File: src/rtl/bpsk_pkg.sv
// Shared definitions for the BPSK frame sequencer: FSM state encoding and default framing words.
package bpsk_pkg;

  typedef enum logic [1:0] {
    ST_IDLE     = 2'd0,
    ST_PREAMBLE = 2'd1,
    ST_PAYLOAD  = 2'd2,
    ST_GUARD    = 2'd3
  } state_e;

  localparam logic [11:0] DEF_PREAMBLE  = 12'hA5A;
  localparam logic [11:0] DEF_IDLE_WORD = 12'h000;

endpackage

File: src/rtl/bpsk_tx_scheduler_if.sv
// Payload word stream into the BPSK frame sequencer (valid/ready, transfer when both high).
interface bpsk_tx_scheduler_if #(
  parameter int DATA_WIDTH = 12
);
  logic                  s_valid;
  logic [DATA_WIDTH-1:0] s_data;
  logic                  s_ready;

  modport master (output s_valid, output s_data, input s_ready);
  modport slave  (input s_valid, input s_data, output s_ready);
endinterface

File: src/rtl/bpsk_symbol_timer.sv
// Symbol grid tracker: samples per bit and bits per word, flagging the last clock of each word.
module bpsk_symbol_timer #(
  parameter int SAMPLE_NUMBER = 256,
  parameter int DATA_WIDTH    = 12
) (
  input  logic clk,
  input  logic rst,
  input  logic en,
  input  logic clr,
  output logic word_end
);

  localparam int SW = (SAMPLE_NUMBER > 1) ? $clog2(SAMPLE_NUMBER) : 1;
  localparam int BW = (DATA_WIDTH > 1) ? $clog2(DATA_WIDTH) : 1;

  logic [SW-1:0] samp_cnt_q, samp_cnt_d;
  logic [BW-1:0] bit_cnt_q, bit_cnt_d;
  logic          samp_last, bit_last;

  assign samp_last = (samp_cnt_q == SW'(SAMPLE_NUMBER - 1));
  assign bit_last  = (bit_cnt_q == BW'(DATA_WIDTH - 1));
  assign word_end  = en & samp_last & bit_last;

  // Sample counter wraps on its own (power-of-2 depth); bit counter wraps explicitly.
  always_comb begin
    samp_cnt_d = samp_cnt_q;
    bit_cnt_d  = bit_cnt_q;
    if (clr) begin
      samp_cnt_d = '0;
      bit_cnt_d  = '0;
    end else if (en) begin
      samp_cnt_d = samp_cnt_q + SW'(1);
      if (samp_last) begin
        bit_cnt_d = bit_last ? '0 : bit_cnt_q + BW'(1);
      end
    end
  end

  always_ff @(posedge clk) begin
    if (rst) begin
      samp_cnt_q <= '0;
      bit_cnt_q  <= '0;
    end else begin
      samp_cnt_q <= samp_cnt_d;
      bit_cnt_q  <= bit_cnt_d;
    end
  end

endmodule

File: src/rtl/bpsk_tx_scheduler.sv
// Frame sequencer ahead of the BPSK modulator: preamble, frame_len payload words, then a guard gap.
//
//  state       | meaning
//  ST_IDLE     | waiting for start, modulator off
//  ST_PREAMBLE | sending the preamble word
//  ST_PAYLOAD  | sending payload words (IDLE_WORD on underrun)
//  ST_GUARD    | modulator off, counting the guard gap
module bpsk_tx_scheduler
  import bpsk_pkg::*;
#(
  parameter int                    SAMPLE_NUMBER = 256,
  parameter int                    DATA_WIDTH    = 12,
  parameter int                    LEN_WIDTH     = 8,
  parameter logic [DATA_WIDTH-1:0] PREAMBLE      = DATA_WIDTH'(DEF_PREAMBLE),
  parameter logic [DATA_WIDTH-1:0] IDLE_WORD     = DATA_WIDTH'(DEF_IDLE_WORD),
  parameter int                    GUARD_CYCLES  = 64
) (
  input  logic                  clk,
  input  logic                  rst,
  input  logic                  start,
  input  logic [LEN_WIDTH-1:0]  frame_len,
  bpsk_tx_scheduler_if.slave    s_if,
  output logic                  mod_en,
  output logic [DATA_WIDTH-1:0] mod_data,
  output logic                  busy,
  output logic                  frame_done,
  output logic                  underrun
);

  localparam int GW = (GUARD_CYCLES > 1) ? $clog2(GUARD_CYCLES) : 1;

  state_e                state_q, state_d;
  logic [LEN_WIDTH-1:0]  words_left_q, words_left_d;
  logic [GW-1:0]         guard_q, guard_d;
  logic                  mod_en_q, mod_en_d;
  logic [DATA_WIDTH-1:0] mod_data_q, mod_data_d;
  logic                  busy_q, busy_d;
  logic                  frame_done_q, frame_done_d;
  logic                  underrun_q, underrun_d;
  logic                  timer_clr, word_end, fetch;

  bpsk_symbol_timer #(
    .SAMPLE_NUMBER(SAMPLE_NUMBER),
    .DATA_WIDTH   (DATA_WIDTH)
  ) u_timer (
    .clk     (clk),
    .rst     (rst),
    .en      (mod_en_q),
    .clr     (timer_clr),
    .word_end(word_end)
  );

  // A fetch slot exists only at a word boundary with frame words still owed.
  assign fetch = word_end & (words_left_q != '0) &
                 ((state_q == ST_PREAMBLE) | (state_q == ST_PAYLOAD));
  assign s_if.s_ready = fetch & s_if.s_valid & ~rst;

  always_comb begin
    state_d      = state_q;
    words_left_d = words_left_q;
    guard_d      = guard_q;
    mod_en_d     = mod_en_q;
    mod_data_d   = mod_data_q;
    underrun_d   = underrun_q;
    frame_done_d = 1'b0;
    timer_clr    = 1'b0;
    unique case (state_q)
      ST_IDLE: begin
        if (start) begin
          words_left_d = frame_len;
          underrun_d   = 1'b0;
          mod_data_d   = PREAMBLE;
          mod_en_d     = 1'b1;
          timer_clr    = 1'b1;
          state_d      = ST_PREAMBLE;
        end
      end
      ST_PREAMBLE, ST_PAYLOAD: begin
        if (word_end) begin
          if (words_left_q == '0) begin
            mod_en_d = 1'b0;
            guard_d  = GW'(GUARD_CYCLES - 1);
            state_d  = ST_GUARD;
          end else begin
            mod_data_d   = s_if.s_valid ? s_if.s_data : IDLE_WORD;
            underrun_d   = underrun_q | ~s_if.s_valid;
            words_left_d = words_left_q - LEN_WIDTH'(1);
            state_d      = ST_PAYLOAD;
          end
        end
      end
      ST_GUARD: begin
        if (guard_q == '0) begin
          frame_done_d = 1'b1;
          state_d      = ST_IDLE;
        end else begin
          guard_d = guard_q - GW'(1);
        end
      end
      default: state_d = ST_IDLE;
    endcase
    busy_d = (state_d != ST_IDLE);
  end

  always_ff @(posedge clk) begin
    if (rst) begin
      state_q      <= ST_IDLE;
      words_left_q <= '0;
      guard_q      <= '0;
      mod_en_q     <= 1'b0;
      mod_data_q   <= '0;
      busy_q       <= 1'b0;
      frame_done_q <= 1'b0;
      underrun_q   <= 1'b0;
    end else begin
      state_q      <= state_d;
      words_left_q <= words_left_d;
      guard_q      <= guard_d;
      mod_en_q     <= mod_en_d;
      mod_data_q   <= mod_data_d;
      busy_q       <= busy_d;
      frame_done_q <= frame_done_d;
      underrun_q   <= underrun_d;
    end
  end

  assign mod_en     = mod_en_q;
  assign mod_data   = mod_data_q;
  assign busy       = busy_q;
  assign frame_done = frame_done_q;
  assign underrun   = underrun_q;

endmodule

File: src/flat_wrapper.sv
// flat-port wrapper written by rule: the top's interface ports become plain ports
module bpsk_tx_scheduler_flat import bpsk_pkg::*;
#(
  parameter int                    SAMPLE_NUMBER = 256,
  parameter int                    DATA_WIDTH    = 12,
  parameter int                    LEN_WIDTH     = 8,
  parameter logic [DATA_WIDTH-1:0] PREAMBLE      = DATA_WIDTH'(DEF_PREAMBLE),
  parameter logic [DATA_WIDTH-1:0] IDLE_WORD     = DATA_WIDTH'(DEF_IDLE_WORD),
  parameter int                    GUARD_CYCLES  = 64
)
  (clk, rst, start, frame_len, mod_en, mod_data, busy, frame_done, underrun, s_if_s_valid, s_if_s_data, s_if_s_ready);
  bpsk_tx_scheduler_if #(.DATA_WIDTH(DATA_WIDTH)) s_if_i ();
  input  logic clk;
  input  logic rst;
  input  logic start;
  input  logic [LEN_WIDTH-1:0] frame_len;
  output logic mod_en;
  output logic [DATA_WIDTH-1:0] mod_data;
  output logic busy;
  output logic frame_done;
  output logic underrun;
  input wire logic [$bits(s_if_i.s_valid)-1:0] s_if_s_valid;
  input wire logic [$bits(s_if_i.s_data)-1:0] s_if_s_data;
  output wire logic [$bits(s_if_i.s_ready)-1:0] s_if_s_ready;
  assign s_if_i.s_valid = s_if_s_valid;
  assign s_if_i.s_data = s_if_s_data;
  assign s_if_s_ready = s_if_i.s_ready;
  bpsk_tx_scheduler #(.SAMPLE_NUMBER(SAMPLE_NUMBER), .DATA_WIDTH(DATA_WIDTH), .LEN_WIDTH(LEN_WIDTH), .PREAMBLE(PREAMBLE), .IDLE_WORD(IDLE_WORD), .GUARD_CYCLES(GUARD_CYCLES)) u_core (.clk(clk), .rst(rst), .start(start), .frame_len(frame_len), .s_if(s_if_i), .mod_en(mod_en), .mod_data(mod_data), .busy(busy), .frame_done(frame_done), .underrun(underrun));
endmodule
File: config.mk
export PLATFORM = sky130hd
export DESIGN_NAME = bpsk_tx_scheduler_flat
export DESIGN_NICKNAME = d
export VERILOG_FILES = /design/src/rtl/bpsk_pkg.sv /design/src/rtl/bpsk_tx_scheduler_if.sv /design/src/rtl/bpsk_symbol_timer.sv /design/src/rtl/bpsk_tx_scheduler.sv /design/src/flat_wrapper.sv
export SDC_FILE = /design/constraint.sdc
export NUM_CORES = 1
export LEC_CHECK = 0
export CAP_MARGIN = 20
export CORE_MARGIN = 2
export CORE_UTILIZATION = 40
export CTS_BUF_LIST = sky130_fd_sc_hd__clkbuf_4 sky130_fd_sc_hd__clkbuf_8
export DETAILED_ROUTE_END_ITERATION = 7
export PLACE_DENSITY = 0.62
export SLEW_MARGIN = 30
export SYNTH_ARGS = -nofsm -noshare
export SYNTH_HDL_FRONTEND = slang
export SYNTH_SLANG_ARGS = --single-unit
File: constraint.sdc
create_clock -name clk -period 1.97 [get_ports clk]
set_input_delay 0.4925 -clock clk [delete_from_list [all_inputs] [get_ports clk]]
set_output_delay 0.4925 -clock clk [all_outputs]
set_load 0.01 [all_outputs]
Yosys cells after proc, flatten, opt, wreduce, memory -nomap -nowiden
Index checks and enable logic that the tools add are counted.
{ "word_totals": {"register_bits": 44, "input_bits": 24, "out_inout_bits": 17, "elab_cells": 79} }
{ "op_classes": {"add_sub_neg": 4, "eq_ne": 10, "n_mux": 30, "bitwise": 11, "n_reduce_logical": 14} }
{ "ops": {"columns": ["op", "count"], "rows": [
  ["two-way mux 12 bit", 4],
  ["two-way mux 8 bit", 3],
  ["case mux 12 bit (2 select lines)", 1],
  ["two-way mux 6 bit", 3],
  ["case mux 8 bit (2 select lines)", 1],
  ["case mux 6 bit (2 select lines)", 1],
  ["AND reduction 4 bit", 3],
  ["two-way mux 1 bit", 10],
  ["adder 8 x 1 -> 8 bit (second input constant)", 1],
  ["equality test 8 bit (second input constant)", 1],
  ["logical NOT 8 bit", 1],
  ["nonzero test 8 bit", 1],
  ["subtractor 8 x 1 -> 8 bit (second input constant)", 1],
  ["AND 1 bit", 6],
  ["logical NOT 6 bit", 1],
  ["two-way mux 2 bit", 3],
  ["!= test 2 bit (second input constant)", 3],
  ["case mux 2 bit (3 select lines)", 1],
  ["nonzero test 2 bit", 3],
  ["OR reduction 2 bit", 3],
  ["subtractor 6 x 1 -> 6 bit (second input constant)", 1],
  ["adder 4 x 1 -> 4 bit (second input constant)", 1],
  ["equality test 2 bit (second input constant)", 2],
  ["equality test 4 bit (second input constant)", 1],
  ["8 further kinds", 13]
]} }

Logic depth before layout (Yosys ltp)
{ "depth": {"ltp_word": 7, "depth_mapped": 7, "depth_no_buf": 6} }

Modules after synthesis
A second synthesis with hierarchy kept.
{ "hier_totals": {"hier_cells": 284, "area_unflattened_um2": 2386.0} }
{ "modules_own_cells": {"columns": ["mod", "n_inst", "cells_per_inst", "area_each_um2", "seq_area_each_um2"], "rows": [
  ["bpsk_tx_scheduler", 1, 217, 1784.2, 640.6],
  ["bpsk_symbol_timer", 1, 67, 601.8, 240.2]
]} }

Worst setup path before layout
No wires, ideal clock.
{ "synth_timing": {"path_type": "reg2out", "start": "reg u_core.state_q[0]", "end": "out s_if_s_ready", "t_arrival_ns": 1.794, "required_time_ns": 1.477, "setup_slack_ns": -0.317, "stages_incl_launch_ff": 7, "n_path_buf": 2, "path_cell_list": "dfxtp_1 > inv_1 > ha_1 > clkbuf_1 > and2_1 > clkbuf_1 > nor4b_1"} }
{ "synth_between": {"elab_chain_len": 5, "word_cells_on_any_way": 6, "classes_between": "eq/ne (2); bitwise (4)"} }
{ "synth_lines": {"columns": ["element", "line_no", "source"], "rows": [
  ["start, declared", "bpsk_tx_scheduler.sv:32", "state_e state_q, state_d;"],
  ["start signal, assigned", "bpsk_tx_scheduler.sv:116", "state_q <= state_d;"],
  ["equality test 2 x 1 -> 1 bit or equality test 2 bit (tied branches)", "bpsk_tx_scheduler.sv:55", "((state_q == ST_PREAMBLE) | (state_q == ST_PAYLOAD));"],
  ["OR 1 bit *", "bpsk_tx_scheduler.sv:55", null],
  ["AND 1 bit *", "bpsk_tx_scheduler.sv:54", "assign fetch = word_end & (words_left_q != '0) &"],
  ["AND 1 bit * (2 in series)", "bpsk_tx_scheduler.sv:56", "assign s_if.s_ready = fetch & s_if.s_valid & ~rst;"],
  ["end, declared", "flat_wrapper.sv:24", "output wire logic [$bits(s_if_i.s_ready)-1:0] s_if_s_ready;"]
]} }
Every way passes the cells marked *; elsewhere a longest branch is shown, timed or not.

Worst setup path after layout
{ "layout_timing": {"start": "reg u_core.u_timer.bit_cnt_q[1]", "end": "out s_if_s_ready"} }
{ "layout_between": {"elab_chain_len": 6} }
{ "layout_lines": {"columns": ["element", "line_no", "source"], "rows": [
  ["start, declared", "bpsk_symbol_timer.sv:17", "logic [BW-1:0] bit_cnt_q, bit_cnt_d;"],
  ["start signal, assigned", "bpsk_symbol_timer.sv:45", "bit_cnt_q <= bit_cnt_d;"],
  ["equality test 4 bit", "bpsk_symbol_timer.sv:21", "assign bit_last = (bit_cnt_q == BW'(DATA_WIDTH - 1));"],
  ["AND 1 bit", "bpsk_symbol_timer.sv:22", "assign word_end = en & samp_last & bit_last;"],
  ["AND 1 bit (2 in series)", "bpsk_tx_scheduler.sv:54", null],
  ["AND 1 bit (2 in series)", "bpsk_tx_scheduler.sv:56", null]
]} }
No other way between the ends.

==> metrics.cfg <==
[hold_path]
hp-class=flop to flop

[sta]
tightest_slew_ns=0.570
final.period_utilization_pct=107
rsz0062_at_grt=true
final_hold_viol_count=0
finalSetupViolCount=1
post-route-min-period_ns=2.11
final_max_slew_viol_count=0
fmax_ghz=0.475
whs_ns=0.465
tns_ns=-0.136
post-route-worst-setup-slack_ns=-0.136
fin_skew_ns=0.00604
slew_headroom_pct=61.7

[global_routing]
antenna_found_initial=0
grt-ovfl-total=0
grt_use_total_pct=21.9
grt_pass1_wl_um=11600
grt_pass1_vias=2479
grt_max_degree=22

[cells_and_area]
syn2layout_area_growth_pct=48.4
fin_nets=415
diodes=0
instances_no_fill=460
drive_gt1_share_pct=29.6
post-route-util_pct=61.8

[detailed_routing]
m1WireLength_um=3280
routed-wl-met2_um=3370
wl_per_cell_um=15.2
num_vias=2513
vias_per_cell=5.46
maxUsedRoutingLayer=met4
dr_wl_met3_um=255
drt_pass1_iterations=4
drt_wl_total_um=6980
drtAntennaViolNets=0
post-route-drc-count=0
first_iter_violations=174

[job]
drv_cap=0

[power_and_ir_drop]
ir_worst_vdd_mv=0.320
p_leak_nw=1.44
powerDensity_nw_per_um2=694

[placement]
detailed_place_hpwl_um=4900
post-place-cells=445
globalplace.congestion=0.861
io_buffers=40
dp_slack_ns=-0.426

[clock_tree]
cts_root_buffer=clkbuf_8
clk_latency_ns=0.30
clockBufferDepth=2
cts_made_buffers=5
cts-htree-levels=2
cts_tree=yes
cts_num_sinks=44
clk_transition_reported_paths_ns=0.08

[die]
fp.dieArea_um2=6850
num_rows=28
fp.coreArea_um2=5960
ios=41
die_w_um=82.8
die_h_um=82.8
start_util_pct=41.7

[logic_synthesis]
synthFlopType=dfxtp_1
synthCells=286
synth_nets=316
synth.top_cell.area_share_pct=35.5
synth_edf_count=0
yosys.area.top_type=dfxtp_1
ys_warn_count=0
synthTopCellsByArea=dfxtp_1 35%, nand2_1 5.4%, mux2i_1 4.8%
async_flop_share_pct=0
ys_ff_latch=44
synth_area_per_cell_um2=8.68
synth_cell_type_count=62
synth-seq-area-share_pct=35.5
synthesis.area_um2=2480

[critical_path]
path_class=flop to output port
cp.arrival_ns=1.61
crit_path_end_kind=output port
critPathLaunchType=flop
path_max_fanout=2
required_ns=1.48

[status]
status=complete, but fails checks
violations=setup timing

[cells by family (layout without fill, tap and decap cells)]
group	after synthesis	count (layout)	share of synthesized area, %
adders and majority gates	6	6	3.02
xor gates and xnor gates	9	9	3.18
DFF	44	44	35.5
buffers and inverters	34	133	5.70
and+or+nand+nor	119	119	26.4
muxes	13	13	5.29
AOI/OAI and AO/OA	61	61	21.0
[power breakdown]
group	internal, mW	total (mW)	switching [mW]
Combinational	0.503	1.01	0.507
Sequential	0.952	0.992	0.0401
Clock	0.255	0.553	0.298
Total	1.71	2.56	0.845
[metal layers]
metal / vias up / global-route usage (%)
met5: - / 0
met4: 0 / 6.39
met3: 6 / 3.57
met2: 53 / 36.8
met1: 1184 / 28.8
li1: 1270 / -
[critical path, cell delays in order (launching register included)]
cell and delay (ns):
dfxtp_2 0.36, ha_4 0.13, and3b_1 0.19, nand4_1 0.19
nor4b_4 0.29, buf_2 0.16
[cell usage after synthesis (2+ instances only)]
cell and n:
a311oi_1 4, nand3_1 12, ha_1 6, a221oi_2 5
a21oi_1 7, and2_1 2, nor3b_1 4, and3b_1 2
a21boi_0 2, mux2i_1 12, o211ai_1 4, o31ai_1 2
nor2_1 19, o32ai_1 4, nor3_1 10, and3_1 2
a221oi_1 2, a21o_1 2, o41ai_1 2, nand2_1 36
nor4b_1 5, o2111ai_1 2, o21ai_0 5, inv_1 16
nor4_1 6, a31oi_1 3, xor2_1 4, clkbuf_1 13
xnor2_1 5, a211oi_1 2, dfxtp_1 44, nand4_1 9
o32ai_2 3, buf_2 2
[final cells by class]
class                           instances  area (um2)
Fill cell                             548        2270
Multi-Input combinational cell        208        1590
Timing Repair Buffer                  109         968
Sequential cell                        44         887
Tap cell                               75        93.8
Clock buffer                            6        76.3
Inverter                               17        63.8
Clock inverter                          1        5.00
[layout by cell type, fill, tap and decap left out, types with 5 or more instances in the layout]
master           instances
a21oi_1                  7
clkbuf_8                 5
inv_1                   16
nand2_1                 36
nand4_1                  9
buf_4                   65
a221oi_2                 7
nor2_1                  19
xnor2_1                  5
nor4_1                   6
nor3_1                  10
nand3_1                 11
dfxtp_2                  5
mux2i_1                 12
dfxtp_1                 39
clkdlybuf4s50_1         39
[flip-flops by register name, summed over array words and instances (netlist names), 2 cells and up]
register / cells
u_core.mod_data: 12
u_core.u_timer.samp_cnt_q: 8
u_core.words_left_q: 8
u_core.guard_q: 6
u_core.u_timer.bit_cnt_q: 4
u_core.state_q: 2
[stage by stage]
stage | instance area [um2] | total power [mW]
2_1_floorplan | 2500 | 1.52
3_3_place_gp | 3400 | 1.92
3_5_place_dp | 3400 | 1.93
4_1_cts | 3480 | 2.50
5_1_grt | 3680 | 2.71
6_report | 3680 | 2.56
[timing repair]
item                                    CTS  global route
hold buffers                              0             0
gates cloned                              0             1
endpoints found under the setup margin   21            22
buffers inserted                          0             8
pin swaps                                 1            14
resized for setup                        10            22
[worst paths after layout]
check,from,to,slack (ns),depth (start not counted)
hold / removal,u_core.mod_data[4],u_core.mod_data[4],0.46,2
setup reg to reg,u_core.u_timer.bit_cnt_q[1],u_core.mod_data[0],0,8
hold reg to reg,u_core.mod_data[4],u_core.mod_data[4],0.46,2
setup / recovery,u_core.u_timer.bit_cnt_q[1],s_if_s_ready,-0.14,5
No activity file was read; power rests on OpenSTA's default activity.
